[src/rtl/dmem_arb_pkg.sv]
// Shared definitions for the data-memory arbiter: FSM encoding, port indices, widths.
package dmem_arb_pkg;

  typedef enum logic {
    StIdle = 1'b0,
    StBusy = 1'b1
  } state_e;

  localparam logic PortP0 = 1'b0;
  localparam logic PortP1 = 1'b1;

  localparam int unsigned DataW = 64;
  localparam int unsigned CntW  = 16;

  // One-hot vector selecting the given port index.
  function automatic logic [1:0] port_onehot(input logic idx);
    return idx ? 2'b10 : 2'b01;
  endfunction

endpackage

[src/rtl/rr_arb2.sv]
// Two-way round-robin grant: prio names the port that wins when both are valid.
module rr_arb2
  import dmem_arb_pkg::*;
(
  input  logic [1:0] valid,
  input  logic       prio,
  output logic [1:0] grant,
  output logic       grant_idx
);

  // Single requester always wins; on a tie the priority port wins.
  always_comb begin
    grant     = 2'b00;
    grant_idx = prio;
    if (valid[0] && valid[1]) begin
      grant     = port_onehot(prio);
      grant_idx = prio;
    end else if (valid[0]) begin
      grant     = 2'b01;
      grant_idx = PortP0;
    end else if (valid[1]) begin
      grant     = 2'b10;
      grant_idx = PortP1;
    end
  end

endmodule

[src/rtl/dmem_arb.sv]
// Two-port data-memory arbiter: one outstanding access, round-robin grant, per-access timeout.
module dmem_arb
  import dmem_arb_pkg::*;
#(
  parameter int unsigned TIMEOUT = 255
) (
  input  logic             clk,
  input  logic             rst,
  input  logic [DataW-1:0] p0_req_addr,
  input  logic [DataW-1:0] p0_req_wdata,
  input  logic             p0_req_wen,
  input  logic             p0_req_valid,
  output logic             p0_req_ready,
  output logic [DataW-1:0] p0_resp_rdata,
  output logic             p0_resp_valid,
  output logic             p0_resp_err,
  input  logic [DataW-1:0] p1_req_addr,
  input  logic [DataW-1:0] p1_req_wdata,
  input  logic             p1_req_wen,
  input  logic             p1_req_valid,
  output logic             p1_req_ready,
  output logic [DataW-1:0] p1_resp_rdata,
  output logic             p1_resp_valid,
  output logic             p1_resp_err,
  output logic [DataW-1:0] dm_req_addr,
  output logic [DataW-1:0] dm_req_wdata,
  output logic             dm_req_wen,
  output logic             dm_req_valid,
  input  logic [DataW-1:0] dm_resp_rdata,
  input  logic             dm_resp_valid
);

  localparam logic [CntW-1:0] TimeoutLast = CntW'(TIMEOUT - 1);

  state_e           state_q, state_d;
  logic             owner_q, owner_d;
  logic             prio_q, prio_d;
  logic [CntW-1:0]  cnt_q, cnt_d;
  logic [DataW-1:0] addr_q, addr_d;
  logic [DataW-1:0] wdata_q, wdata_d;
  logic             wen_q, wen_d;
  logic             valid_q, valid_d;

  logic [1:0] grant;
  logic       grant_idx;
  logic       timeout_hit;

  rr_arb2 u_rr_arb2 (
    .valid     ({p1_req_valid, p0_req_valid}),
    .prio      (prio_q),
    .grant     (grant),
    .grant_idx (grant_idx)
  );

  assign timeout_hit = (state_q == StBusy) && (cnt_q == TimeoutLast);

  assign dm_req_addr  = addr_q;
  assign dm_req_wdata = wdata_q;
  assign dm_req_wen   = wen_q;
  assign dm_req_valid = valid_q;

  // State register; reset abandons any outstanding access.
  always_ff @(posedge clk or posedge rst) begin
    if (rst) begin
      state_q <= StIdle;
      owner_q <= PortP0;
      prio_q  <= PortP0;
      cnt_q   <= '0;
      addr_q  <= '0;
      wdata_q <= '0;
      wen_q   <= 1'b0;
      valid_q <= 1'b0;
    end else begin
      state_q <= state_d;
      owner_q <= owner_d;
      prio_q  <= prio_d;
      cnt_q   <= cnt_d;
      addr_q  <= addr_d;
      wdata_q <= wdata_d;
      wen_q   <= wen_d;
      valid_q <= valid_d;
    end
  end

  // Next-state: capture on grant, count while waiting, finish on response or timeout.
  always_comb begin
    state_d = state_q;
    owner_d = owner_q;
    prio_d  = prio_q;
    cnt_d   = cnt_q;
    addr_d  = addr_q;
    wdata_d = wdata_q;
    wen_d   = wen_q;
    valid_d = valid_q;
    unique case (state_q)
      StIdle: begin
        if (|grant) begin
          state_d = StBusy;
          owner_d = grant_idx;
          prio_d  = ~grant_idx;
          cnt_d   = '0;
          addr_d  = grant_idx ? p1_req_addr  : p0_req_addr;
          wdata_d = grant_idx ? p1_req_wdata : p0_req_wdata;
          wen_d   = grant_idx ? p1_req_wen   : p0_req_wen;
          valid_d = 1'b1;
        end
      end
      StBusy: begin
        if (dm_resp_valid || timeout_hit) begin
          state_d = StIdle;
          cnt_d   = '0;
          valid_d = 1'b0;
        end else begin
          cnt_d = cnt_q + CntW'(1);
        end
      end
      default: begin
        state_d = StIdle;
        valid_d = 1'b0;
      end
    endcase
  end

  // Outputs: ready only while idle, completion routed to the owner; a response beats a timeout.
  always_comb begin
    p0_req_ready  = 1'b0;
    p1_req_ready  = 1'b0;
    p0_resp_valid = 1'b0;
    p1_resp_valid = 1'b0;
    p0_resp_err   = 1'b0;
    p1_resp_err   = 1'b0;
    p0_resp_rdata = '0;
    p1_resp_rdata = '0;
    if (!rst) begin
      unique case (state_q)
        StIdle: begin
          p0_req_ready = grant[0];
          p1_req_ready = grant[1];
        end
        StBusy: begin
          if (dm_resp_valid) begin
            if (owner_q == PortP1) begin
              p1_resp_valid = 1'b1;
              p1_resp_rdata = dm_resp_rdata;
            end else begin
              p0_resp_valid = 1'b1;
              p0_resp_rdata = dm_resp_rdata;
            end
          end else if (timeout_hit) begin
            if (owner_q == PortP1) begin
              p1_resp_valid = 1'b1;
              p1_resp_err   = 1'b1;
            end else begin
              p0_resp_valid = 1'b1;
              p0_resp_err   = 1'b1;
            end
          end
        end
        default: ;
      endcase
    end
  end

endmodule

[config.mk]
export PLATFORM = sky130hd
export DESIGN_NAME = dmem_arb
export DESIGN_NICKNAME = d
export VERILOG_FILES = /design/src/rtl/dmem_arb_pkg.sv /design/src/rtl/rr_arb2.sv /design/src/rtl/dmem_arb.sv
export SDC_FILE = /design/constraint.sdc
export NUM_CORES = 1
export LEC_CHECK = 0
export CAP_MARGIN = 20
export CORE_AREA = 2 2 232 234
export CTS_CLUSTER_SIZE = 14
export DETAILED_ROUTE_END_ITERATION = 7
export DIE_AREA = 0 0 234 236
export PLACE_DENSITY = 0.5
export SYNTH_ARGS = -nofsm -noshare
export SYNTH_HDL_FRONTEND = slang
export SYNTH_SLANG_ARGS = --single-unit
[constraint.sdc]
create_clock -name clk -period 8.3 [get_ports clk]
set_input_delay 2.075 -clock clk [delete_from_list [all_inputs] [get_ports clk]]
set_output_delay 2.075 -clock clk [all_outputs]
set_load 0.01 [all_outputs]
==> results.sh, run 1 <==
export IMPL_status="finished, final reports clean"
export IMPL_hold_buffers=0
export IMPL_grt_max_degree=94
export IMPL_wl_um=40200
export IMPL_yosysUniqueCellTypes=38
export IMPL_yosys_area_share_simple_pct=28.7
export IMPL_slew_viol_final=0
export IMPL_grt_pass1_vias=8531
export IMPL_crit_buf_inv=4
export IMPL_crit_type="primary input to output pin"
export IMPL_vias=8383
export IMPL_worstPathArrival_ps=4300
export IMPL_fin_area_um2=14800
export IMPL_cp_common_cell="clkdlybuf4s50_1"
export IMPL_drive_gt1_share_pct=3.84
export IMPL_rsz0062_at_grt="no"
export IMPL_p_total_w=0.00290
export IMPL_htreeDepth=4
export IMPL_skew_ps=10.9
export IMPL_place_congestion=0.934
export IMPL_ys_top_cells_by_area="dfrtp_1 50%, nand2_1 13%, a22oi_1 12%"
export IMPL_cp_data_required_time_ps=6230
export IMPL_worst_ir_drop_vdd_mv=0.156
export IMPL_ys_warn_count=0
export IMPL_clock_sinks=149
export IMPL_synth_largest_area_cell="dfrtp_1"
export IMPL_area_delta_synth_final_pct=96.3
export IMPL_max_slew_margin_rel_pct=36.7
export IMPL_final_cell_mix="590 x clkdlybuf4s50_1, 260 x nand2_1, 149 x dfrtp_1, 131 x and2_1, 122 x a22oi_1"
export IMPL_slowest_delay_ps=580
export IMPL_die_y_um=236
export IMPL_drc=0
export IMPL_cts_buffer_depth=2
export IMPL_postCtsSetupBuffers=0
export IMPL_p_leak_nw=6.18
export IMPL_synth_area_mux_share_pct=0.930
export IMPL_dr_pass1_iters=4
export IMPL_worst_pin_slew_ps=942
export IMPL_fin_tns_setup_ps=0
export IMPL_crit_family="buffers and inverters"
export IMPL_port_buffers=590
export IMPL_regToRegSetupSlack_ps=5600
export IMPL_clk_latency_ps=470
export IMPL_fin_crit_sh_pct=76.8
export IMPL_synth_fa_ha_area_share_pct=0.332
export IMPL_synth_edff_count=0
export IMPL_cts_tree="done"
export IMPL_synth_flop_cell="dfrtp_1"
export IMPL_finalHoldViolCount=0
export IMPL_overflow=0
export IMPL_grt_util_all_layers_pct=14.1
export IMPL_max_cap_viol_count=0
export IMPL_crit_path_end_kind="output pin"
export IMPL_start_util_pct=14.2
export IMPL_hpwl_um=32700
export IMPL_cp_max_fo=39
export IMPL_max_freq_mhz=157
export IMPL_core_area_um2=53100
export IMPL_dp_cells=2068
export IMPL_start_kind="primary input"
export IMPL_synth_compound_area_share_pct=16.0
export IMPL_hold_slack_ps=471
export IMPL_antenna_found_initial=3
export IMPL_grt_pass1_wl_um=55700
export IMPL_wl_per_cell_um=19.1
export IMPL_final_nets=1721
export IMPL_ys_seq_area_share_pct=49.5
export IMPL_synth_top_cell_area_share_pct=49.5
export IMPL_layout_cells_non_filler=2102
export IMPL_placed_cell_area_um2=14100
export IMPL_cts_resized_gates=0
export IMPL_hp_class="flop to flop"
export IMPL_syn_inst=836
export IMPL_top_level_ports=591
export IMPL_ys_ff_latch=149
export IMPL_fillCellCount=5610
export IMPL_syn_area_um2=7530
export IMPL_clockRootBuffer="clkbuf_16"
export IMPL_synth_top_family_by_area="simple AND/OR/NAND/NOR gates"
export IMPL_synthXorXnorAreaFrac_pct=0
export IMPL_crit_chain="clkdlybuf4s50_1 > clkinvlp_4 > nand2_1 > nor2_4 > buf_16 > and2_1 > clkdlybuf4s50_1"
export IMPL_setup_viol=0
export IMPL_drtAntennaViolNets=0
export IMPL_slowest_stage="clkdlybuf4s50_1"
export IMPL_layout_min_cycle_time_ps=6380
export IMPL_rows=85
export IMPL_synth_avg_cell_area_um2=9.01
export IMPL_syn_nets=1165
export IMPL_viasPerCell=3.99
export IMPL_drtIter0Drc=361
export IMPL_die_w_um=234
export IMPL_powerDensity_nw_per_um2=196
export IMPL_final_common_cell="clkdlybuf4s50_1"
export IMPL_clk_pin_slew_ps=60
export IMPL_die_area_um2=55200
export IMPL_cts_buffers_inserted=17
export IMPL_async_reset_ff_share_pct=100
worst register-to-register path: stages, from the launching register on:
cell and delay [ps]:
dfrtp_1 360, buf_4 240, nor3b_2 250, buf_4 550, buf_4 700, a22oi_1 410, nand2_1 120
sequential cells by signal, summed over array words and instances, names as in the netlist:
register	count
dm_req_addr	64
dm_req_wdata	64
cnt_q	16
dm_req_valid	1
dm_req_wen	1
owner_q	1
prio_q	1
state_q	1
metrics by stage:
stage,worst slack [ps],util [%]
global placement,1750,26.6
CTS,1610,27.8
global route,1760,27.9
detailed placement,1610,26.6
finish,1920,27.9
floorplan,1090,-
power breakdown:
part | leakage, nW | switching (W) | internal (W)
logic | 4.01 | 0.000477 | 0.000582
clock network | 0.310 | 0.000362 | 0.000486
registers | 1.86 | 0.0000925 | 0.000899
total | 6.18 | 0.000932 | 0.00197
synth_stat cells (all sizes together), types with 7 or more instances:
master,count
nand2,260
dfrtp,149
and2,132
a22oi,122
buf,32
clkbuf,32
a31oi,21
o21ai,10
inv,8
and4,7
mux2i,7
nand3,7
nand3b,7
cells by family (layout without fill, tap and decap cells):
kind of cell / Yosys count / in the layout
other: 0 / 1
flip-flops: 149 / 149
AND/OR/NAND/NOR: 441 / 441
buffers and inverters: 72 / 641
AO/OA/AOI/OAI: 165 / 165
multiplexers: 7 / 7
adder cells (fa/ha/maj): 2 / 2
layout make-up:
cell class                      instances  area [µm²]  area share [%]
Inverter                                8        33.8           0.228
Sequential cell                       149        3730            25.2
Antenna cell                            1        2.50          0.0169
Clock inverter                         15         208            1.40
Timing Repair Buffer                  601        6030            40.8
Multi-Input combinational cell        615        3480            23.6
Clock buffer                           17         425            2.88
Tap cell                              696         871            5.89
metal layers:
| metal | up-vias | share of wire (%) | GRT usage [%] |
|---|---|---|---|
| met5 | - | 0 | 0 |
| met4 | 0 | 4.1 | 6.37 |
| met3 | 49 | 8.5 | 4.73 |
| met2 | 404 | 52 | 26.0 |
| met1 | 3949 | 36 | 14.2 |
| li1 | 3981 | - | - |
path summary, 6_finish.rpt:
check | startpoint | depth (start not counted) | to
min in group asynchronous | rst | 3 | cnt_q[12]
max in group asynchronous | rst | 4 | dm_req_wdata[53]
min | dm_req_addr[13] | 2 | dm_req_addr[13]
min reg2reg | dm_req_addr[13] | 2 | dm_req_addr[13]
max | rst | 7 | p1_resp_rdata[54]
max reg2reg | state_q | 6 | dm_req_addr[12]
No activity file was read; power rests on OpenSTA's default activity.
==> run 2: changes to the inputs <==
--- a/config.mk
+++ b/config.mk
@@ -6,11 +6,11 @@
 export NUM_CORES = 1
 export LEC_CHECK = 0
 export CAP_MARGIN = 20
-export CORE_AREA = 2 2 232 234
+export CORE_AREA = 2 2 229 231
 export CTS_CLUSTER_SIZE = 14
 export DETAILED_ROUTE_END_ITERATION = 7
-export DIE_AREA = 0 0 234 236
-export PLACE_DENSITY = 0.5
+export DIE_AREA = 0 0 231 233
+export PLACE_DENSITY = 0.49
 export SYNTH_ARGS = -nofsm -noshare
 export SYNTH_HDL_FRONTEND = slang
 export SYNTH_SLANG_ARGS = --single-unit
==> constraint.sdc (replaced) <==
create_clock -name clk -period 6.2 [get_ports clk]
set_input_delay 1.55 -clock clk [delete_from_list [all_inputs] [get_ports clk]]
set_output_delay 1.55 -clock clk [all_outputs]
set_load 0.01 [all_outputs]
==> run 2 against run 1 <==
Net effect:
- register-to-register slack lost 2400 ps
- flip-flop and latch count stayed put
- setup slack worse by 1100 ps
- count of clock-buffer cells in the layout increased by 3
- critical path type unchanged
==> results.sh, run 2 (synthesized netlist as in run 1, its figures left out) <==
export IMPL_cts_buffer_depth=2
export IMPL_drc=0
export IMPL_htreeDepth=4
export IMPL_clockRootBuffer="clkbuf_16"
export IMPL_wl_per_cell_um=19.4
export IMPL_fin_crit_sh_pct=86.3
export IMPL_final_nets=1722
export IMPL_hold_buffers=0
export IMPL_rsz0062_at_grt="no"
export IMPL_clk_pin_slew_ps=60
export IMPL_rows=83
export IMPL_grt_util_all_layers_pct=14.4
export IMPL_powerDensity_nw_per_um2=258
export IMPL_dr_pass1_iters=5
export IMPL_p_leak_nw=6.18
export IMPL_drive_gt1_share_pct=4.06
export IMPL_die_w_um=231
export IMPL_max_slew_margin_rel_pct=33.3
export IMPL_grt_pass1_wl_um=56300
export IMPL_start_kind="primary input"
export IMPL_worst_ir_drop_vdd_mv=0.193
export IMPL_skew_ps=11.2
export IMPL_die_area_um2=53800
export IMPL_crit_type="primary input to output pin"
export IMPL_cp_data_required_time_ps=4650
export IMPL_die_y_um=233
export IMPL_status="finished, final reports clean"
export IMPL_setup_viol=0
export IMPL_layout_min_cycle_time_ps=5350
export IMPL_worstPathArrival_ps=3800
export IMPL_hpwl_um=32500
export IMPL_cp_max_fo=33
export IMPL_slowest_stage="clkdlybuf4s50_1"
export IMPL_start_util_pct=14.7
export IMPL_clk_latency_ps=450
export IMPL_wl_um=40400
export IMPL_overflow=0
export IMPL_final_common_cell="clkdlybuf4s50_1"
export IMPL_fin_tns_setup_ps=0
export IMPL_regToRegSetupSlack_ps=3230
export IMPL_antenna_found_initial=3
export IMPL_finalHoldViolCount=0
export IMPL_crit_chain="clkdlybuf4s50_1 > clkinvlp_4 > nand2_1 > nor2_4 > buf_12 > and2_1 > clkdlybuf4s50_1"
export IMPL_max_cap_viol_count=0
export IMPL_grt_pass1_vias=8506
export IMPL_crit_path_end_kind="output pin"
export IMPL_fillCellCount=5447
export IMPL_postCtsSetupBuffers=0
export IMPL_worst_pin_slew_ps=1000
export IMPL_cts_tree="done"
export IMPL_cts_resized_gates=0
export IMPL_port_buffers=590
export IMPL_viasPerCell=4.01
export IMPL_top_level_ports=591
export IMPL_hold_slack_ps=473
export IMPL_cts_buffers_inserted=17
export IMPL_area_delta_synth_final_pct=95.7
export IMPL_grt_max_degree=91
export IMPL_slowest_delay_ps=570
export IMPL_final_cell_mix="585 x clkdlybuf4s50_1, 260 x nand2_1, 149 x dfrtp_1, 131 x and2_1, 122 x a22oi_1"
export IMPL_place_congestion=0.925
export IMPL_core_area_um2=51100
export IMPL_slew_viol_final=0
export IMPL_vias=8361
export IMPL_clock_sinks=149
export IMPL_cp_common_cell="clkdlybuf4s50_1"
export IMPL_hp_class="flop to flop"
export IMPL_drtIter0Drc=371
export IMPL_drtAntennaViolNets=0
export IMPL_max_freq_mhz=187
run 2: cell types whose count changed in the layout (fill, tap and decap cells not counted), moves of 2 or more:
cell             change
buf_12               +5
buf_4                +2
clkbuf_1             +2
clkdlybuf4s50_1      -5
clkinv_2             +3
clkinv_4             +2
inv_6                -3
inv_8                -3
run 2: worst paths after layout:
| path | cells past startpoint | startpoint | endpoint |
|---|---|---|---|
| min in group asynchronous | 3 | rst | cnt_q[7] |
| max | 7 | rst | p1_resp_rdata[22] |
| max reg2reg | 5 | state_q | dm_req_addr[50] |
| min | 2 | dm_req_addr[48] | dm_req_addr[48] |
| min reg2reg | 2 | dm_req_addr[48] | dm_req_addr[48] |
| max in group asynchronous | 4 | rst | dm_req_wdata[58] |
run 2: routing by layer:
layer	GRT usage (%)	vias to the layer above	share of wire (%)	routed length, µm
met4	6.13	2	2.9	1170
met3	4.28	42	7.9	3190
met1	15.4	3937	38	15200
li1	-	3976	-	-
met5	0	-	0.032	13
met2	26.1	404	52	20900
run 2: stage by stage:
stage	cell area, µm²	setup WS [ps]	instances	utilization, %	power (W)
after detailed placement	14200	813	2054	27.7	0.00279
after global placement	14200	859	2054	27.7	0.00279
after global routing	14700	664	2085	28.9	0.00405
after CTS	14700	810	2085	28.9	0.00389
final	14700	848	2086	28.9	0.00381
after floorplan	7540	41.9	836	-	0.00184
run 2: worst max-delay path: cells and delay by family:
kind,cells,cell delay (ps)
buffers and inverters,4,1500
and+or+nand+nor,3,740
run 2: final cells by class:
type / count / area, µm² / share of cell area (%)
Multi-Input combinational cell: 615 / 3480 / 23.6
Timing Repair Buffer: 602 / 6070 / 41.2
Inverter: 8 / 33.8 / 0.229
Clock inverter: 11 / 126 / 0.857
Antenna cell: 1 / 2.50 / 0.0170
Sequential cell: 149 / 3730 / 25.3
Tap cell: 680 / 851 / 5.77
Clock buffer: 20 / 447 / 3.03
run 2: power by group:
group / internal (W) / switching [W] / total (W)
Clock: 0.000605 / 0.000454 / 0.00106
Sequential: 0.00120 / 0.000134 / 0.00134
Combinational: 0.000779 / 0.000631 / 0.00141
==> run 3: changes to the inputs <==
--- a/config.mk
+++ b/config.mk
@@ -5,6 +5,7 @@
 export SDC_FILE = /design/constraint.sdc
 export NUM_CORES = 1
 export LEC_CHECK = 0
+export ABC_CLOCK_PERIOD_IN_PS = 6200
 export CAP_MARGIN = 20
 export CORE_AREA = 2 2 229 231
 export CTS_CLUSTER_SIZE = 14
==> results of run 3 <==
No change in the layout: final DEF, timing and power equal those of run 2.
